==> src/rtl/cam_pkg.sv <==
// Shared types and helpers for the OV7670 capture path: state encoding,
// pixel format and the RGB565 -> RGB444 reduction.
package cam_pkg;

  typedef enum logic [1:0] {IDLE, ARM, SYNC, ACTIVE} cap_state_t;

  typedef logic [11:0] rgb444_t;

  localparam int VGA_W  = 640;
  localparam int VGA_H  = 480;
  localparam int QVGA_W = 320;
  localparam int QVGA_H = 240;

  // Line/column counters and the decimation phase counters.
  localparam int CNT_W = 10;
  localparam int MOD_W = 3;

  // Keep the top nibble of each RGB565 channel; first byte is {R5,G[5:3]}.
  function automatic rgb444_t rgb565_to_444(input logic [7:0] b0, input logic [7:0] b1);
    return {b0[7:4], b0[2:0], b1[7], b1[4:1]};
  endfunction

endpackage

==> src/rtl/cam_capture.sv <==
// Camera pixel-clock capture: pairs bus bytes into RGB444 pixels, decimates the
// frame and streams sequential writes into the frame buffer.
module cam_capture
  import cam_pkg::*;
#(
  parameter int SRC_W  = VGA_W,
  parameter int SRC_H  = VGA_H,
  parameter int H_DEC  = 2,
  parameter int V_DEC  = 2,
  parameter int ADDR_W = 17,
  parameter int DEPTH  = QVGA_W * QVGA_H
) (
  input  logic              clk,
  input  logic              reset,
  input  logic              capture_en,
  input  logic              vsync,
  input  logic              href,
  input  logic [7:0]        d,
  output logic              we,
  output logic [ADDR_W-1:0] addr,
  output rgb444_t           data,
  output logic              busy,
  output logic              frame_done,
  output logic              overflow
);

  localparam logic [CNT_W-1:0]  SRC_W_C = CNT_W'(SRC_W);
  localparam logic [CNT_W-1:0]  SRC_H_C = CNT_W'(SRC_H);
  localparam logic [MOD_W-1:0]  H_LAST  = MOD_W'(H_DEC - 1);
  localparam logic [MOD_W-1:0]  V_LAST  = MOD_W'(V_DEC - 1);
  localparam logic [ADDR_W-1:0] DEPTH_C = ADDR_W'(DEPTH);

  cap_state_t        state_q, state_d;
  logic              vsync_q, vsync_q2, href_q, href_q2;
  logic [7:0]        d_q, b0_q;
  logic              phase_q;
  logic [CNT_W-1:0]  col_q, row_q;
  logic [MOD_W-1:0]  hmod_q, vmod_q;
  logic              we_q, busy_q, fdone_q, ovf_q;
  logic [ADDR_W-1:0] addr_q;
  rgb444_t           data_q;

  logic vs_rise, vs_fall, href_fall, pix_done, store_due, start_frame;

  assign vs_rise     = vsync_q & ~vsync_q2;
  assign vs_fall     = ~vsync_q & vsync_q2;
  assign href_fall   = ~href_q & href_q2;
  assign pix_done    = (state_q == ACTIVE) && href_q && phase_q;
  assign store_due   = pix_done && (hmod_q == '0) && (vmod_q == '0) &&
                       (col_q < SRC_W_C) && (row_q < SRC_H_C);
  assign start_frame = (state_q == SYNC) && (state_d == ACTIVE);

  always_comb begin
    state_d = state_q;
    case (state_q)
      IDLE:    if (capture_en) state_d = ARM;
      ARM:     if (!capture_en) state_d = IDLE;
               else if (vsync_q) state_d = SYNC;
      SYNC:    if (!capture_en) state_d = IDLE;
               else if (vs_fall) state_d = ACTIVE;
      ACTIVE:  if (vs_rise) state_d = capture_en ? SYNC : IDLE;
      default: state_d = IDLE;
    endcase
  end

  always_ff @(posedge clk or posedge reset) begin
    if (reset) begin
      state_q  <= IDLE;
      vsync_q  <= 1'b0;
      vsync_q2 <= 1'b0;
      href_q   <= 1'b0;
      href_q2  <= 1'b0;
      d_q      <= '0;
      b0_q     <= '0;
      phase_q  <= 1'b0;
      col_q    <= '0;
      row_q    <= '0;
      hmod_q   <= '0;
      vmod_q   <= '0;
      we_q     <= 1'b0;
      addr_q   <= '0;
      data_q   <= '0;
      busy_q   <= 1'b0;
      fdone_q  <= 1'b0;
      ovf_q    <= 1'b0;
    end else begin
      // d rides the same single register stage as the sync strobes.
      vsync_q  <= vsync;
      vsync_q2 <= vsync_q;
      href_q   <= href;
      href_q2  <= href_q;
      d_q      <= d;

      state_q <= state_d;
      busy_q  <= (state_d == SYNC) || (state_d == ACTIVE);
      fdone_q <= (state_q == ACTIVE) && vs_rise;

      we_q <= store_due && (addr_q != DEPTH_C);
      if (store_due && (addr_q != DEPTH_C)) data_q <= rgb565_to_444(b0_q, d_q);

      if ((state_q == IDLE) && (state_d == ARM)) ovf_q <= 1'b0;
      else if (store_due && (addr_q == DEPTH_C)) ovf_q <= 1'b1;

      // addr shows the slot being written while we is high, then advances.
      if (start_frame) addr_q <= '0;
      else if (we_q)   addr_q <= addr_q + 1'b1;

      if ((state_q == ACTIVE) && href_q) begin
        phase_q <= ~phase_q;
        if (!phase_q) b0_q <= d_q;
      end else begin
        phase_q <= 1'b0;
      end

      if (!href_q) begin
        col_q  <= '0;
        hmod_q <= '0;
      end else if (pix_done) begin
        if (col_q != '1) col_q <= col_q + 1'b1;
        hmod_q <= (hmod_q == H_LAST) ? '0 : hmod_q + 1'b1;
      end

      // Saturating row count: lines past the source height are simply dropped.
      if (start_frame) begin
        row_q  <= '0;
        vmod_q <= '0;
      end else if ((state_q == ACTIVE) && href_fall) begin
        if (row_q != '1) row_q <= row_q + 1'b1;
        vmod_q <= (vmod_q == V_LAST) ? '0 : vmod_q + 1'b1;
      end
    end
  end

  assign we         = we_q;
  assign addr       = addr_q;
  assign data       = data_q;
  assign busy       = busy_q;
  assign frame_done = fdone_q;
  assign overflow   = ovf_q;

endmodule
==> config.mk <==
export PLATFORM = sky130hd
export DESIGN_NAME = cam_capture
export DESIGN_NICKNAME = d
export VERILOG_FILES = /design/src/rtl/cam_pkg.sv /design/src/rtl/cam_capture.sv
export SDC_FILE = /design/constraint.sdc
export NUM_CORES = 1
export LEC_CHECK = 0
export CAP_MARGIN = 20
export CORE_MARGIN = 10
export CORE_UTILIZATION = 50
export DETAILED_ROUTE_END_ITERATION = 7
export PLACE_DENSITY_LB_ADDON = 0.3
export SLEW_MARGIN = 20
export SYNTH_ARGS = -nofsm -noshare
export SYNTH_HDL_FRONTEND = slang
export SYNTH_SLANG_ARGS = --single-unit
==> constraint.sdc <==
create_clock -name clk -period 3.11 [get_ports clk]
set_clock_uncertainty 0.1 [all_clocks]
set_input_delay 0.622 -clock clk [delete_from_list [all_inputs] [get_ports clk]]
set_output_delay 0.622 -clock clk [all_outputs]
set_load 0.03 [all_outputs]
==> metrics.cfg, run 1 <==
[clocking]
cts_max_level = 3
clock-sinks = 80
cts_hold_buf = 0
cts_resized = 0
clockBufferDepth = 2
insertion_delay_ns = 0.35
cts-root-buf = clkbuf_8
cts-buffers-inserted = 9
post_cts_buffers = 0
cts.clk_slew.worst_paths_ns = 0.08
cts_tree = yes

[yosys]
yosys_warnings = 0
synth_top_area_share = 0.554
synth_area_per_cell_um2 = 11.4
synthArstFlopShare = 1.00
synthesis.area_um2 = 3610
synth_top_area_cell = dfrtp_1
synth_nets = 334
synth_edf_count = 0
synth_common_cells = dfrtp_1 (80), nor2_1 (26), nand2_1 (21)
ys_types = 52
synth_top_flop_cell = dfrtp_1
synthTopCellsByArea = dfrtp_1 (55%), mux2_2 (5.9%), nor2_1 (2.7%)
ys_ff_latch = 80
seq_area_frac_synth = 0.554
yosysMostFrequentCell = dfrtp_1
syn_inst = 317

[grt]
grt_start_max_net_pins = 81
grt_antenna_before_repair = 0
grtUsageTotal = 0.137
grt_overflow = 0
first_global_vias = 2668
grt_pass1_wl_um = 12500

[final_layout]
nNetsFinal = 382
fin_util = 0.632
drive_gt1_frac = 0.135
postLayoutCellArea_um2 = 4360
antenna_cells = 0
layout-area-overhead-vs-synth_pct = 20.8
fillers = 558

[sta]
setup_slack_ns = 0.712
tightest_slew_ns = 0.642
fin_setup_tns_ns = 0
fin_crit_sh = 0.771
fin_crit_ns = 2.40
final-hold-violation-count = 0
setup_viol = 0
max_slew_margin = 0.568
drv_slew = 0
grt_setup_unrepaired = no
max_freq_mhz = 417
whs_ns = 0.353

[worst_setup_path]
r2r_start = addr[0]
crit_family = buffers and inverters
r2r-end = data[1]
rr_worst_depth = 7
crit_chain = clkdlybuf4s50_1
crit_path_max_fanout = 11
r2r_slack_ns = 0.88
crit_buf_inv = 1
crit_cells = 1
critPathCapture = busy
critPathMaxStageDelay_ns = 0.78
cp_data_required_time_ns = 2.39
endpoint_kind = primary output
path_class = register to primary output
worst_ep_arrival_time_ns = 1.68
worst_path_max_delay_cell = clkdlybuf4s50_1
cp-start-kind = register
startpoint = busy

[hold_path]
hp-class = register to register

[die]
ios = 46
die_area_um2 = 11000
core.rowCount = 30
start_util = 0.523
fp.dieH_um = 105
coreArea_um2 = 6910
die_w_um = 105

[power]
vdd_drop_max_uv = 400
pwr-share-clk = 0.235
leakagePower_nw = 1.87
power.density_nw_per_um2 = 780
internal-power_mw = 2.15
p_switching_mw = 1.25
power_frac_comb = 0.290
power.share.sequential = 0.475
p_sw_frac = 0.366

[route]
routed_wl_um = 7300
routed-via-count = 2616
ant_nets = 0
drt_iter0_drc = 84
wl_per_cell_um = 15.7
viasPerCell = 5.61
drc_errors = 0
first_pass_iters = 4

[placement]
post_dp_cell_area_um2 = 4150
pre_cts_ws_ns = 0.888
dp_hpwl_um = 5210
io_buffers = 45
gp_congestion = 0.831

[run]
cap_violations = 0

[outcome]
status = finished clean

registers in the layout (all words and copies together), names as in the netlist, 3 cells and up:
signal / count
col_q: 10
data: 12
hmod_q: 3
b0_q: 7
addr: 17
vmod_q: 3
d_q: 8
row_q: 10
worst min path at each step:
| stage | start | end | depth (start not counted) | slack, ns |
|---|---|---|---|---|
| 2_1_floorplan | vsync_q | vsync_q2 | 0 | 0.31 |
| 3_3_place_gp | vsync_q | vsync_q2 | 0 | 0.32 |
| 3_5_place_dp | vsync_q | vsync_q2 | 0 | 0.34 |
| 4_1_cts | vsync_q | vsync_q2 | 0 | 0.36 |
| 5_1_grt | vsync_q | vsync_q2 | 0 | 0.39 |
| 6_report | vsync_q | vsync_q2 | 0 | 0.35 |
cells by family (layout without fill, tap and decap cells):
group                      after synthesis  after routing  synth area share
and+or+nand+nor                        122            122             0.199
buffers and inverters                   21             74            0.0288
DFF                                     80             80             0.554
muxes                                   25             25            0.0759
AOI/OAI and AO/OA                       47             47            0.0845
xor gates and xnor gates                18             18            0.0437
adders and majority gates                4              4            0.0139
power groups by stage:
stage	Clock [mW]	Sequential, mW	Combinational [mW]
final	0.799	1.61	0.987
after global routing	0.865	1.66	1.07
after CTS	0.825	1.61	1.00
after detailed placement	0	1.63	1.00
after global placement	0	1.62	0.968
after floorplan	0	1.78	0.424
final cells by class:
type / instances / area [um^2] / share of cell area
Inverter: 10 / 37.5 / 0.00860
Multi-Input combinational cell: 216 / 1510 / 0.345
Sequential cell: 80 / 2000 / 0.459
Tap cell: 96 / 120 / 0.0275
Clock buffer: 10 / 138 / 0.0315
Timing Repair Buffer: 48 / 485 / 0.111
Clock inverter: 6 / 75.1 / 0.0172
cell usage in the layout (no fill, tap or decap), drive strengths merged, types with 5 or more instances in the layout:
cell           netlist  layout
dfrtp               80      80
clkdlybuf4s50        0      45
nor2                26      26
nand2               21      21
mux2                19      19
nand3               17      17
a21oi               15      15
inv                 10      13
xnor2               11      11
clkbuf               6      10
o31ai                9       9
o21ai                9       9
xor2                 7       7
nand4                7       7
and4                 6       6
and3                 6       6
mux2i                6       6
nor4                 6       6
or3                  6       6
or4                  5       5
per-layer routing:
| metal | global-route usage | share of wire | up-vias |
|---|---|---|---|
| met1 | 0.164 | 0.44 | 1289 |
| li1 | - | - | 1250 |
| met4 | 0.0451 | 0.015 | 0 |
| met3 | 0.0633 | 0.065 | 12 |
| met5 | 0 | 0 | - |
| met2 | 0.213 | 0.48 | 65 |
metrics by stage:
step | std cells | power [mW]
3_3_place_gp | 450 | 2.58
6_report | 466 | 3.40
3_5_place_dp | 450 | 2.63
4_1_cts | 466 | 3.44
2_1_floorplan | 317 | 2.20
5_1_grt | 466 | 3.60
Power figures use the tool's default switching activity.
==> run 2, diff against run 1 <==
clock period = 2.2 ns   (was 3.11 ns; I/O delays follow)
==> run 2 against run 1 <==
Compared with the run above:
- non-clock buffer count up 7
- worst setup slack worse by 0.63 ns
- global-route usage up 0.51 points
- worst hold slack worse by 0.0025 ns
- register-to-register slack worse by 0.76 ns
- sequential share of layout area fell by 1.1 points
- via count grew 2.0%
- cell count rose by 1.5%
- critical endpoint is now addr[7]
- largest cell class unchanged
- largest power group unchanged
==> metrics.cfg, run 2 (synthesis gave the netlist of run 1 again) <==
[worst_setup_path]
endpoint_kind = primary output
cp-start-kind = register
cp_data_required_time_ns = 1.66
crit_buf_inv = 1
worst_ep_arrival_time_ns = 1.58
critPathMaxStageDelay_ns = 0.73
crit_chain = clkdlybuf4s50_1
path_class = register to primary output
worst_path_max_delay_cell = clkdlybuf4s50_1
crit_path_max_fanout = 7
crit_family = buffers and inverters

[sta]
fin_crit_sh = 0.964
fin_crit_ns = 2.12
max_freq_mhz = 471
tightest_slew_ns = 0.705
max_slew_margin = 0.526
final-hold-violation-count = 0
setup_slack_ns = 0.0787
whs_ns = 0.351
setup_viol = 0
fin_setup_tns_ns = 0
grt_setup_unrepaired = no
drv_slew = 0

[route]
routed-via-count = 2668
drc_errors = 0
routed_wl_um = 7630
ant_nets = 0
wl_per_cell_um = 16.1
drt_iter0_drc = 104
first_pass_iters = 4
viasPerCell = 5.64

[placement]
post_dp_cell_area_um2 = 4250
gp_congestion = 0.814
dp_hpwl_um = 5490
io_buffers = 45
dp.cells = 457
pre_cts_ws_ns = 0.143

[grt]
grtUsageTotal = 0.142
first_global_vias = 2693
grt_antenna_before_repair = 0
grt_start_max_net_pins = 33
grt_overflow = 0
grt_pass1_wl_um = 13000

[die]
die_w_um = 105
die_area_um2 = 11000
fp.dieH_um = 105
coreArea_um2 = 6910
ios = 46
start_util = 0.523
core.rowCount = 30

[power]
power.density_nw_per_um2 = 1100
power_mw = 4.94
p_sw_frac = 0.357
leakagePower_nw = 1.91
power_frac_comb = 0.297
power.share.sequential = 0.458
internal-power_mw = 3.18
pwr-share-clk = 0.244
p_switching_mw = 1.77
vdd_drop_max_uv = 538

[final_layout]
final_common_cell = dfrtp_1
fin_util = 0.649
final_cell_mix = dfrtp_1 (78), clkdlybuf4s50_1 (44), nor2_1 (26)
largest_reg_flops = 17
final_cells = 473
layout-area-overhead-vs-synth_pct = 24.1
antenna_cells = 0
postLayoutCellArea_um2 = 4480
drive_gt1_frac = 0.159
nNetsFinal = 389

[clocking]
clockBufferDepth = 2
cts-buffers-inserted = 9
post_cts_buffers = 0
cts.clk_slew.worst_paths_ns = 0.08
cts_tree = yes
clock-sinks = 80
insertion_delay_ns = 0.34
cts_max_level = 3
cts-root-buf = clkbuf_8
cts_hold_buf = 0

[run]
cap_violations = 0

[outcome]
status = finished clean

[hold_path]
hp-class = register to register

## run 2: layer usage
metal | routed length (um) | GRT usage | vias to the layer above
met5 | 0 | 0 | -
met4 | 158 | 0.0696 | 0
li1 | - | - | 1264
met1 | 3350 | 0.175 | 1334
met2 | 3670 | 0.218 | 58
met3 | 458 | 0.0473 | 12
## run 2: path summary, 6_finish.rpt
path                       slack, ns        to  cells past startpoint    start
hold reg to reg                 0.35  vsync_q2                      0  vsync_q
hold / removal                  0.35  vsync_q2                      0  vsync_q
max in group asynchronous       1.11   href_q2                      3    reset
setup reg to reg                0.12   data[2]                      7  addr[1]
setup / recovery                0.08   addr[7]                      1  addr[7]
min in group asynchronous       0.37   data[8]                      2    reset
## run 2: final cells by class
type	count	area [um^2]
inverter	10	41.3
timing repair buffer	55	574
fill	549	2430
clock buffer	10	138
sequential	80	2000
tap	96	120
clock inverter	6	92.6
multi-input combinational	216	1510
## run 2: timing repair
| item | CTS | global route |
|---|---|---|
| gates resized for setup | 1 | 1 |
| endpoints found under the setup margin | 1 | 1 |
| pin swaps | 0 | 0 |
## run 2: power groups by stage
| stage | logic, mW | registers (mW) | clock network, mW |
|---|---|---|---|
| 2_1_floorplan | 0.599 | 2.52 | 0 |
| 3_3_place_gp | 1.44 | 2.26 | 0 |
| 3_5_place_dp | 1.48 | 2.28 | 0 |
| 4_1_cts | 1.49 | 2.26 | 1.23 |
| 5_1_grt | 1.59 | 2.34 | 1.30 |
| 6_report | 1.47 | 2.27 | 1.21 |
## run 2: worst reg2reg max path: cells and delay by family, from the launching register on
kind | cells | cell delay, ns
simple gates | 3 | 0.71
flops | 1 | 0.42
mux | 1 | 0.33
buf+inv | 2 | 0.24
fa+ha+maj | 1 | 0.17
==> run 3, diff against run 2 <==
CORE_ASPECT_RATIO = 1.4   (was default)
==> run 3 against run 2 <==
Compared with the run above:
- clock power about the same
- combinational power decreased by 3%
- sequential share of layout area up 0.35 points
- critical path type unchanged
- highest routed layer unchanged
==> metrics.cfg, run 3 (synthesis gave the netlist of run 1 again) <==
[clocking]
cts_max_level = 3
cts-buffers-inserted = 9
cts.clk_slew.worst_paths_ns = 0.08
clock-sinks = 80
cts_tree = yes
clockBufferDepth = 2
insertion_delay_ns = 0.36
cts-root-buf = clkbuf_8
post_cts_buffers = 0

[route]
ant_nets = 0
viasPerCell = 5.57
drt_iter0_drc = 119
drc_errors = 0
routed_wl_um = 7310
first_pass_iters = 4
wl_per_cell_um = 15.6
routed-via-count = 2613

[placement]
dp_hpwl_um = 5150
io_buffers = 45
gp_congestion = 0.817
dp.cells = 453

[hold_path]
hp-class = register to register

[worst_setup_path]
crit_path_max_fanout = 7
crit_buf_inv = 1
endpoint_kind = primary output
crit_chain = clkdlybuf4s50_1
worst_ep_arrival_time_ns = 1.58
path_class = register to primary output
cp-start-kind = register
cp_data_required_time_ns = 1.66
crit_family = buffers and inverters
critPathMaxStageDelay_ns = 0.73
worst_path_max_delay_cell = clkdlybuf4s50_1

[run]
cap_violations = 0

[sta]
fin_crit_sh = 0.962
fin_setup_tns_ns = 0
max_freq_mhz = 473
final-hold-violation-count = 0
tightest_slew_ns = 0.637
max_slew_margin = 0.572
grt_setup_unrepaired = no
setup_viol = 0
fin_crit_ns = 2.12
drv_slew = 0

[grt]
grt_antenna_before_repair = 0
grtUsageTotal = 0.138
grt_pass1_wl_um = 12500
first_global_vias = 2679
grt_overflow = 0
grt_start_max_net_pins = 81

[power]
power_mw = 4.92
vdd_drop_max_uv = 655
power.density_nw_per_um2 = 1110
leakagePower_nw = 1.89

[final_layout]
nNetsFinal = 386
final_cell_mix = dfrtp_1 (78), clkdlybuf4s50_1 (44), nor2_1 (26)
final_cells = 469
drive_gt1_frac = 0.152
largest_reg_flops = 17
layout-area-overhead-vs-synth_pct = 23.1
antenna_cells = 0
final_common_cell = dfrtp_1

[die]
ios = 46
start_util = 0.517
die_w_um = 91.8
coreArea_um2 = 6980
fp.dieH_um = 121
core.rowCount = 36
die_area_um2 = 11100

[outcome]
status = finished clean

run 3: changes by cell type in the layout (fill, tap and decap cells not counted):
cell,delta
buf_12,-1
nand3_1,+1
buf_4,-2
nor4_1,-1
nor4_2,+1
nand3_2,-1
run 3: routing by layer:
| metal | vias up | share of wire | GRT usage |
|---|---|---|---|
| met5 | - | 0 | 0 |
| met4 | 0 | 0.018 | 0.0590 |
| met3 | 12 | 0.083 | 0.0681 |
| met2 | 63 | 0.48 | 0.224 |
| met1 | 1278 | 0.41 | 0.149 |
| li1 | 1260 | - | - |
run 3: repair_timing:
item	in CTS	in global routing
gates resized for setup	1	1
pin swaps	0	1
endpoints found under the setup margin	1	3
cloned	0	0
hold endpoints to repair	0	0
hold buffers	0	0
run 3: cell type report:
| type | count | area, um^2 |
|---|---|---|
| fillers | 543 | 2540 |
| well taps | 95 | 119 |
| inverters | 10 | 41.3 |
| multi-input cells | 216 | 1510 |
| clock buffers | 10 | 138 |
| clock inverters | 6 | 92.6 |
| flip-flops and latches | 80 | 2000 |
| repair buffers | 52 | 539 |
run 3: per-stage QoR:
step / setup WS (ns) / cell area (um^2) / hold WS (ns) / util
global placement: 0.126 / 4210 / 0.325 / 0.603
finish: 0.0837 / 4450 / 0.357 / 0.637
floorplan: 0.0513 / 3620 / 0.307 / -
CTS: 0.0428 / 4440 / 0.357 / 0.636
global route: 0.0151 / 4450 / 0.385 / 0.637
detailed placement: 0.0789 / 4210 / 0.337 / 0.603
run 3: power by group:
group | switching (mW) | internal, mW
combinational | 0.765 | 0.662
sequential | 0.437 | 1.83
clock | 0.554 | 0.673
total | 1.76 | 3.17
run 3: worst paths after layout:
kind / end / from / cells after the start / slack, ns
max in group asynchronous: addr[0] / reset / 3 / 1.21
worst max register to register: data[3] / vmod_q[2] / 5 / 0.15
worst min register to register: vsync_q2 / vsync_q / 0 / 0.36
worst min-delay path: vsync_q2 / vsync_q / 0 / 0.36
worst max-delay path: we / we / 1 / 0.08
min in group asynchronous: row_q[3] / reset / 3 / 0.44
